<file path="src/rtl/pc_sequencer.sv">
// Program-counter sequencer: +4 stepping, prioritised redirects, stall with one captured redirect.
// Optional macro PC_SEQ_DELAY_SLOT_EN ties flush_o low so the branch delay slot executes.
module pc_sequencer #(
  parameter logic [31:0] RESET_PC = 32'h0000_3000
) (
  input  logic        clk,
  input  logic        rst,
  input  logic        stall_i,
  input  logic        isJOrJal,
  input  logic        Compare_o,
  input  logic        isJrOrJalr,
  input  logic [31:0] NPC_o,
  input  logic [31:0] RegFile_o_1,
  output logic [31:0] PC_o,
  output logic [31:0] ADD4_o,
  output logic        flush_o,
  output logic        pending_o,
  output logic        addr_err_o
);

  typedef enum logic [1:0] {
    RUN  = 2'd0,
    HOLD = 2'd1,
    PEND = 2'd2
  } seqState_t;

  seqState_t   state;
  seqState_t   stateNext;
  logic [31:0] pcQ;
  logic [31:0] pendTarget;
  logic        errQ;

  logic        redirValid;
  logic [31:0] redirTarget;
  logic        loadPc;
  logic        loadRedirect;
  logic        latchTarget;
  logic [31:0] pcLoadValue;

  // Direct jumps and taken branches outrank register-indirect jumps.
  assign redirValid  = isJOrJal | Compare_o | isJrOrJalr;
  assign redirTarget = (isJOrJal | Compare_o) ? NPC_o : RegFile_o_1;
  assign ADD4_o      = pcQ + 32'd4;

  always_ff @(posedge clk) begin
    // NOTE: sequential state uses non-blocking assignments so every register samples pre-edge values.
    if (rst) begin
      state      <= RUN;
      pcQ        <= RESET_PC;
      pendTarget <= '0;
      errQ       <= 1'b0;
    end else begin
      state <= stateNext;
      if (loadPc) pcQ <= {pcLoadValue[31:2], 2'b00};
      if (latchTarget) pendTarget <= redirTarget;
      if (loadRedirect && (pcLoadValue[1:0] != 2'b00)) errQ <= 1'b1;
    end
  end

  always_comb begin
    // NOTE: default first so no path through the case leaves stateNext unassigned (no latch).
    stateNext = state;
    unique case (state)
      RUN, HOLD: begin
        if (!stall_i)        stateNext = RUN;
        else if (redirValid) stateNext = PEND;
        else                 stateNext = HOLD;
      end
      PEND:    if (!stall_i) stateNext = RUN;
      default: stateNext = RUN;
    endcase
  end

  always_comb begin
    loadPc       = 1'b0;
    loadRedirect = 1'b0;
    latchTarget  = 1'b0;
    pcLoadValue  = ADD4_o;
    unique case (state)
      RUN, HOLD: begin
        if (!stall_i) begin
          loadPc = 1'b1;
          if (redirValid) begin
            loadRedirect = 1'b1;
            pcLoadValue  = redirTarget;
          end
        end else begin
          latchTarget = redirValid;
        end
      end
      // The captured target wins; live redirect inputs are ignored here.
      PEND: begin
        if (!stall_i) begin
          loadPc       = 1'b1;
          loadRedirect = 1'b1;
          pcLoadValue  = pendTarget;
        end
      end
      default: ;
    endcase
  end

`ifdef PC_SEQ_DELAY_SLOT_EN
  assign flush_o = 1'b0;
`else
  logic flushQ;

  always_ff @(posedge clk) begin
    if (rst) flushQ <= 1'b0;
    else     flushQ <= loadRedirect;
  end

  assign flush_o = flushQ;
`endif

  assign PC_o       = pcQ;
  assign pending_o  = (state == PEND);
  assign addr_err_o = errQ;

endmodule

</file>
<file path="config.mk">
export PLATFORM = sky130hd
export DESIGN_NAME = pc_sequencer
export DESIGN_NICKNAME = d
export VERILOG_FILES = /design/src/rtl/pc_sequencer.sv
export SDC_FILE = /design/constraint.sdc
export NUM_CORES = 1
export LEC_CHECK = 0
export ABC_CLOCK_PERIOD_IN_PS = 1800
export CAP_MARGIN = 20
export CORE_ASPECT_RATIO = 1.2
export CORE_MARGIN = 8
export CORE_UTILIZATION = 30
export DETAILED_ROUTE_END_ITERATION = 10
export GPL_TIMING_DRIVEN = 0
export RECOVER_POWER = 25
export SETUP_SLACK_MARGIN = 0.4
export SYNTH_ARGS = -nofsm -noshare
export SYNTH_HDL_FRONTEND = slang
export SYNTH_SLANG_ARGS = --single-unit
</file>
<file path="constraint.sdc">
create_clock -name clk -period 1.8 [get_ports clk]
set_clock_uncertainty 0.1 [all_clocks]
set_input_delay 0.27 -clock clk [delete_from_list [all_inputs] [get_ports clk]]
set_output_delay 0.27 -clock clk [all_outputs]
set_load 0.05 [all_outputs]
</file>
; ---- Yosys cells after proc, flatten, opt, wreduce, memory -nomap -nowiden
; Cells that the tools add are included.
[word_totals]
ff_bits = 66
inputBits = 70
output_inout_bits = 67
elab_cells = 32
[op_classes]
add_sub_neg = 1
eq_ne = 3
n_mux = 16
bitwise_logic = 2
reduce_logical = 5
[ops]
columns = op, n
row1 = 32-bit two-way mux, 4
row2 = 32-bit one-hot mux with 2 select lines, 1
row3 = "32-bit by 3-bit adder with 32-bit output, second input constant", 1
row4 = 1-bit two-way mux, 6
row5 = 2-bit two-way mux, 3
row6 = 2-bit one-hot mux with 2 select lines, 1
row7 = 3-bit OR reduction, 1
row8 = "2-bit by 1-bit == test with 1-bit output, second input constant", 1
row9 = "2-bit == test, second input constant", 1
row10 = 2-bit zero test, 1
row11 = "2-bit != test, second input constant", 1
row12 = 1-bit OR, 2
row13 = 1-bit one-hot mux with 2 select lines, 1
row14 = 2-bit nonzero test, 1
row15 = 2-bit OR reduction, 1
row16 = 1-bit logical AND, 1

; ---- Logic depth before layout (Yosys ltp)
[depth]
word_depth = 7
ltp_mapped = 8
depth_no_buf = 6

; ---- Worst setup path before layout
; Ideal clock, no wire load.
[synth_timing]
kind = register to output
startpoint = register pcQ[3] (netlist: PC_o[3])
endpoint = output port ADD4_o[28]
t_arrival_ns = 2.666
t_required_ns = 1.430
setup_slack_ns = -1.236
stages_incl_launch_ff = 8
n_path_buf = 1
path_cell_list = dfxtp_1 -> ha_1 -> nand3_1 -> nor3_4 -> and2_1 -> buf_2 -> nand2_1 -> xnor2_1
[synth_between]
elab_chain_cells = 1
[synth_lines]
columns = item, line
row1 = start: declaration, 29  ; logic [31:0] pcQ;
row2 = start signal: assignment, 54  ; if (loadPc) pcQ <= {pcLoadValue[31:2], 2'b00};
row3 = 32-bit by 3-bit adder with 32-bit output, 43  ; assign ADD4_o = pcQ + 32'd4;
row4 = end: declaration, 15  ; output logic [31:0] ADD4_o,
; No other way between the ends.

; ---- Worst setup path after layout
[layout_timing]
startpoint = register pcQ[4] (netlist: PC_o[4])
endpoint = output port ADD4_o[27]
; The elaborated chain is that of the path after synthesis.

==> impl_metrics.yaml <==
critical_path:
  reg2reg_slack_ns: -0.66
  r2r.worst_path.cells: 14
  critical_path_startpoint_category: "flop"
  r2r_end: "PC_o[29]"
  critical_path_required_ns: 1.43
  arrival_time_reported_for_the_critical_path_endpoint_ns: 2.17
  crit-reg2reg-launch: "PC_o[4]"
  critical_path.endpoint_type: "output pin"
  timing_worst_setup_path_type: "reg2out"
  critical_path.max_fanout: 3
detailed_routing:
  detail_route.drc_violations: 0
  viasPerCell: 5.61
  detail_route.iter0.violations: 520
  vias: 5738
  drt-total-wl_mm: 21.9
  wire_per_inst_um: 21.4
  antenna_violating_nets_post_route: 0
  drt_first_pass_iters: 7
cts:
  cts_buffers: 9
  clkTransAtPathRegs_ns: 0.06
  cts.htree.levels: 3
  clockBufferDepth: 2
  cts_tree: "built"
  insertion_delay_ns: 0.34
  cts-root-buf: "clkbuf_16"
  numClockSinks: 66
  ctsHoldBuffers: 0
final_layout:
  fill_cells: 974
  layout-drive-gt1-share_pct: 57.0
  fin_util_pct: 67.8
  synthesis_to_layout_area_growth_pct: 120
  most_used_cells_in_the_layout_excluding_fill_and_tap_cells: "107 x buf_6, 85 x buf_4, 64 x clkdlybuf4s50_1"
  layout.cells.most_common: "buf_6"
  final_layout_net_count: 917
  diodes_inserted: 0
floorplan:
  die_outline_area_mm2: 0.0183
  design.portCount: 137
  row_count: 47
  die-width_um: 125
  die_height_um: 147
  floorplan.core_area_mm2: 0.0138
  initial_utilization_pct: 30.9
logic_synthesis:
  async_flop_share_pct: 0
  synth-seq-area-share_pct: 31.0
  synth-edff-count: 0
  per_instance_average_area_after_synthesis_um2: 7.66
  syn-cell-area_mm2: 0.00426
  synth_top_flop_cell: "dfxtp_1"
  postSynthRegisterBits: 66
  netlist_instances: 557
  synth_warnings: 0
  synthDistinctLibCells: 51
hold_path:
  hold_end: "state[1]"
  hold_path.startpoint: "stall_i"
  min_path_cells: 3
  tightest_hold_check_type: "in2reg"
timing:
  timing.final.setup_violations: 58
  report.final.hold_viol_count: 0
  clock.fmax_mhz: 394
  time_the_final_worst_path_needs_with_i_o_delays_and_setup_ns: 2.54
  postLayoutSetupSlackWorst_ns: -0.740
  worst_slew_pin_slew_ns: 0.836
  setup_repair_after_global_routing_missed_its_margin: "true"
  period_utilization_pct: 141
  max_slew_margin_pct: 43.9
  slew_viol_final: 0
placed_design:
  place_congestion: 0.865
  port-buffer-count: 131
  hpwlAfterDp_mm: 13.5
  pre_cts_ws_ns: -1.26
grt:
  grt_remaining_overflow: 0
  maximum_number_of_pins_on_one_net_before_global_route_repair: 12
  grt_pass1_vias: 5518
  grt_usage_pct: 20.5
  wire_length_of_the_first_global_routing_pass_mm: 29.8
  antenna_found_initial: 0
status:
  violated_checks: "negative setup slack"
  outcome: "finished with violations"
power_and_ir_drop:
  p_per_area_mw_per_mm2: 644
  max_ir_drop_vdd_v: 0.000437
  totalPowerFinal_mw: 6.03
  leak_nw: 3.84
flow_run:
  max_cap_viol_count: 0
-- flip-flops by register name, summed over array words and instances, names as in the netlist --
| name | count |
|---|---|
| pendTarget | 32 |
| PC_o | 30 |
| state | 2 |
| addr_err_o | 1 |
| flush_o | 1 |
-- through the flow --
| step | hold slack, ns | TNS (ns) | instances | area [um2] |
|---|---|---|---|---|
| floorplan | 0.314 | -9.08 | 560 | 5020 |
| global placement | 0.375 | -62.53 | 862 | 6550 |
| detailed placement | 0.381 | -62.75 | 862 | 6550 |
| CTS | 0.386 | -15.13 | 974 | 8330 |
| global route | 0.340 | -30.53 | 1022 | 9370 |
| finish | 0.333 | -25.88 | 1022 | 9370 |
-- cell families (layout without fill, tap and decap cells) --
logic type	after synthesis	count (layout)	synth area share, %
compound gates	149	149	23.8
xor+xnor	28	28	5.75
fa+ha+maj	1	1	0.293
buf+inv	64	355	6.60
flops	66	66	31.0
mux	24	24	5.63
other cells	1	4	0.0879
simple gates	224	224	26.8
-- how the worst max path moves through the flow --
stage,start,to,slack (ns)
2_1_floorplan,PC_o[4],ADD4_o[27],-0.42
3_5_place_dp,PC_o[5],ADD4_o[30],-1.26
4_1_cts,PC_o[12],ADD4_o[29],-0.68
6_report,PC_o[4],ADD4_o[27],-0.74
5_1_grt,PC_o[4],ADD4_o[29],-0.81
3_3_place_gp,PC_o[5],ADD4_o[30],-1.24
-- synthesized netlist by cell type, types with 10 or more instances --
master     n  area, um2
nor2_1    83        312
dfxtp_1   66       1320
nand2_1   42        158
a211oi_1  36        270
clkbuf_1  36        135
a21oi_1   26        130
o21ai_0   26        130
mux2i_1   24        240
xnor2_1   21        184
nand3_1   20        100
o211ai_1  20        150
nor3_1    15       75.1
nand4_1   12       75.1
nor4_1    11       68.8
buf_2     10       50.1
-- critical path: stages (launching register included) --
cell     delay, ns
dfxtp_4       0.35
buf_6         0.11
nand4_1       0.16
or4_4         0.50
nor4_4        0.21
buf_4         0.18
xor2_4        0.14
buf_6         0.17
-- power breakdown --
part	internal [mW]	switching, mW
Sequential	1.60	0.175
Clock	1.19	0.697
Combinational	1.05	1.32
Total	3.83	2.20
-- layout make-up --
type	count	area [um2]	share of cell area, %
Multi-Input combinational cell	430	4060	43.4
Timing Repair Buffer	275	2670	28.5
Sequential cell	66	1410	15.1
Buffer	55	647	6.91
Clock buffer	12	268	2.86
Tap cell	171	214	2.28
Clock inverter	4	46.3	0.494
Inverter	9	40.0	0.427
-- routing by layer --
| metal | part of all wire (%) | vias up | global-route usage [%] |
|---|---|---|---|
| met1 | 38 | 2761 | 23.1 |
| met3 | 6.9 | 63 | 4.53 |
| met5 | 0 | - | 0 |
| met4 | 3.7 | 0 | 11.0 |
| li1 | - | 2617 | - |
| met2 | 52 | 297 | 35.2 |
-- repair_timing --
item                       in CTS  in global routing
resized for setup             568                200
setup endpoints to repair     128                106
setup buffers                  92                 47
pin swaps                      83                 55
cloned                          4                  1
Note: power is estimated with default switching activity, not from simulation.
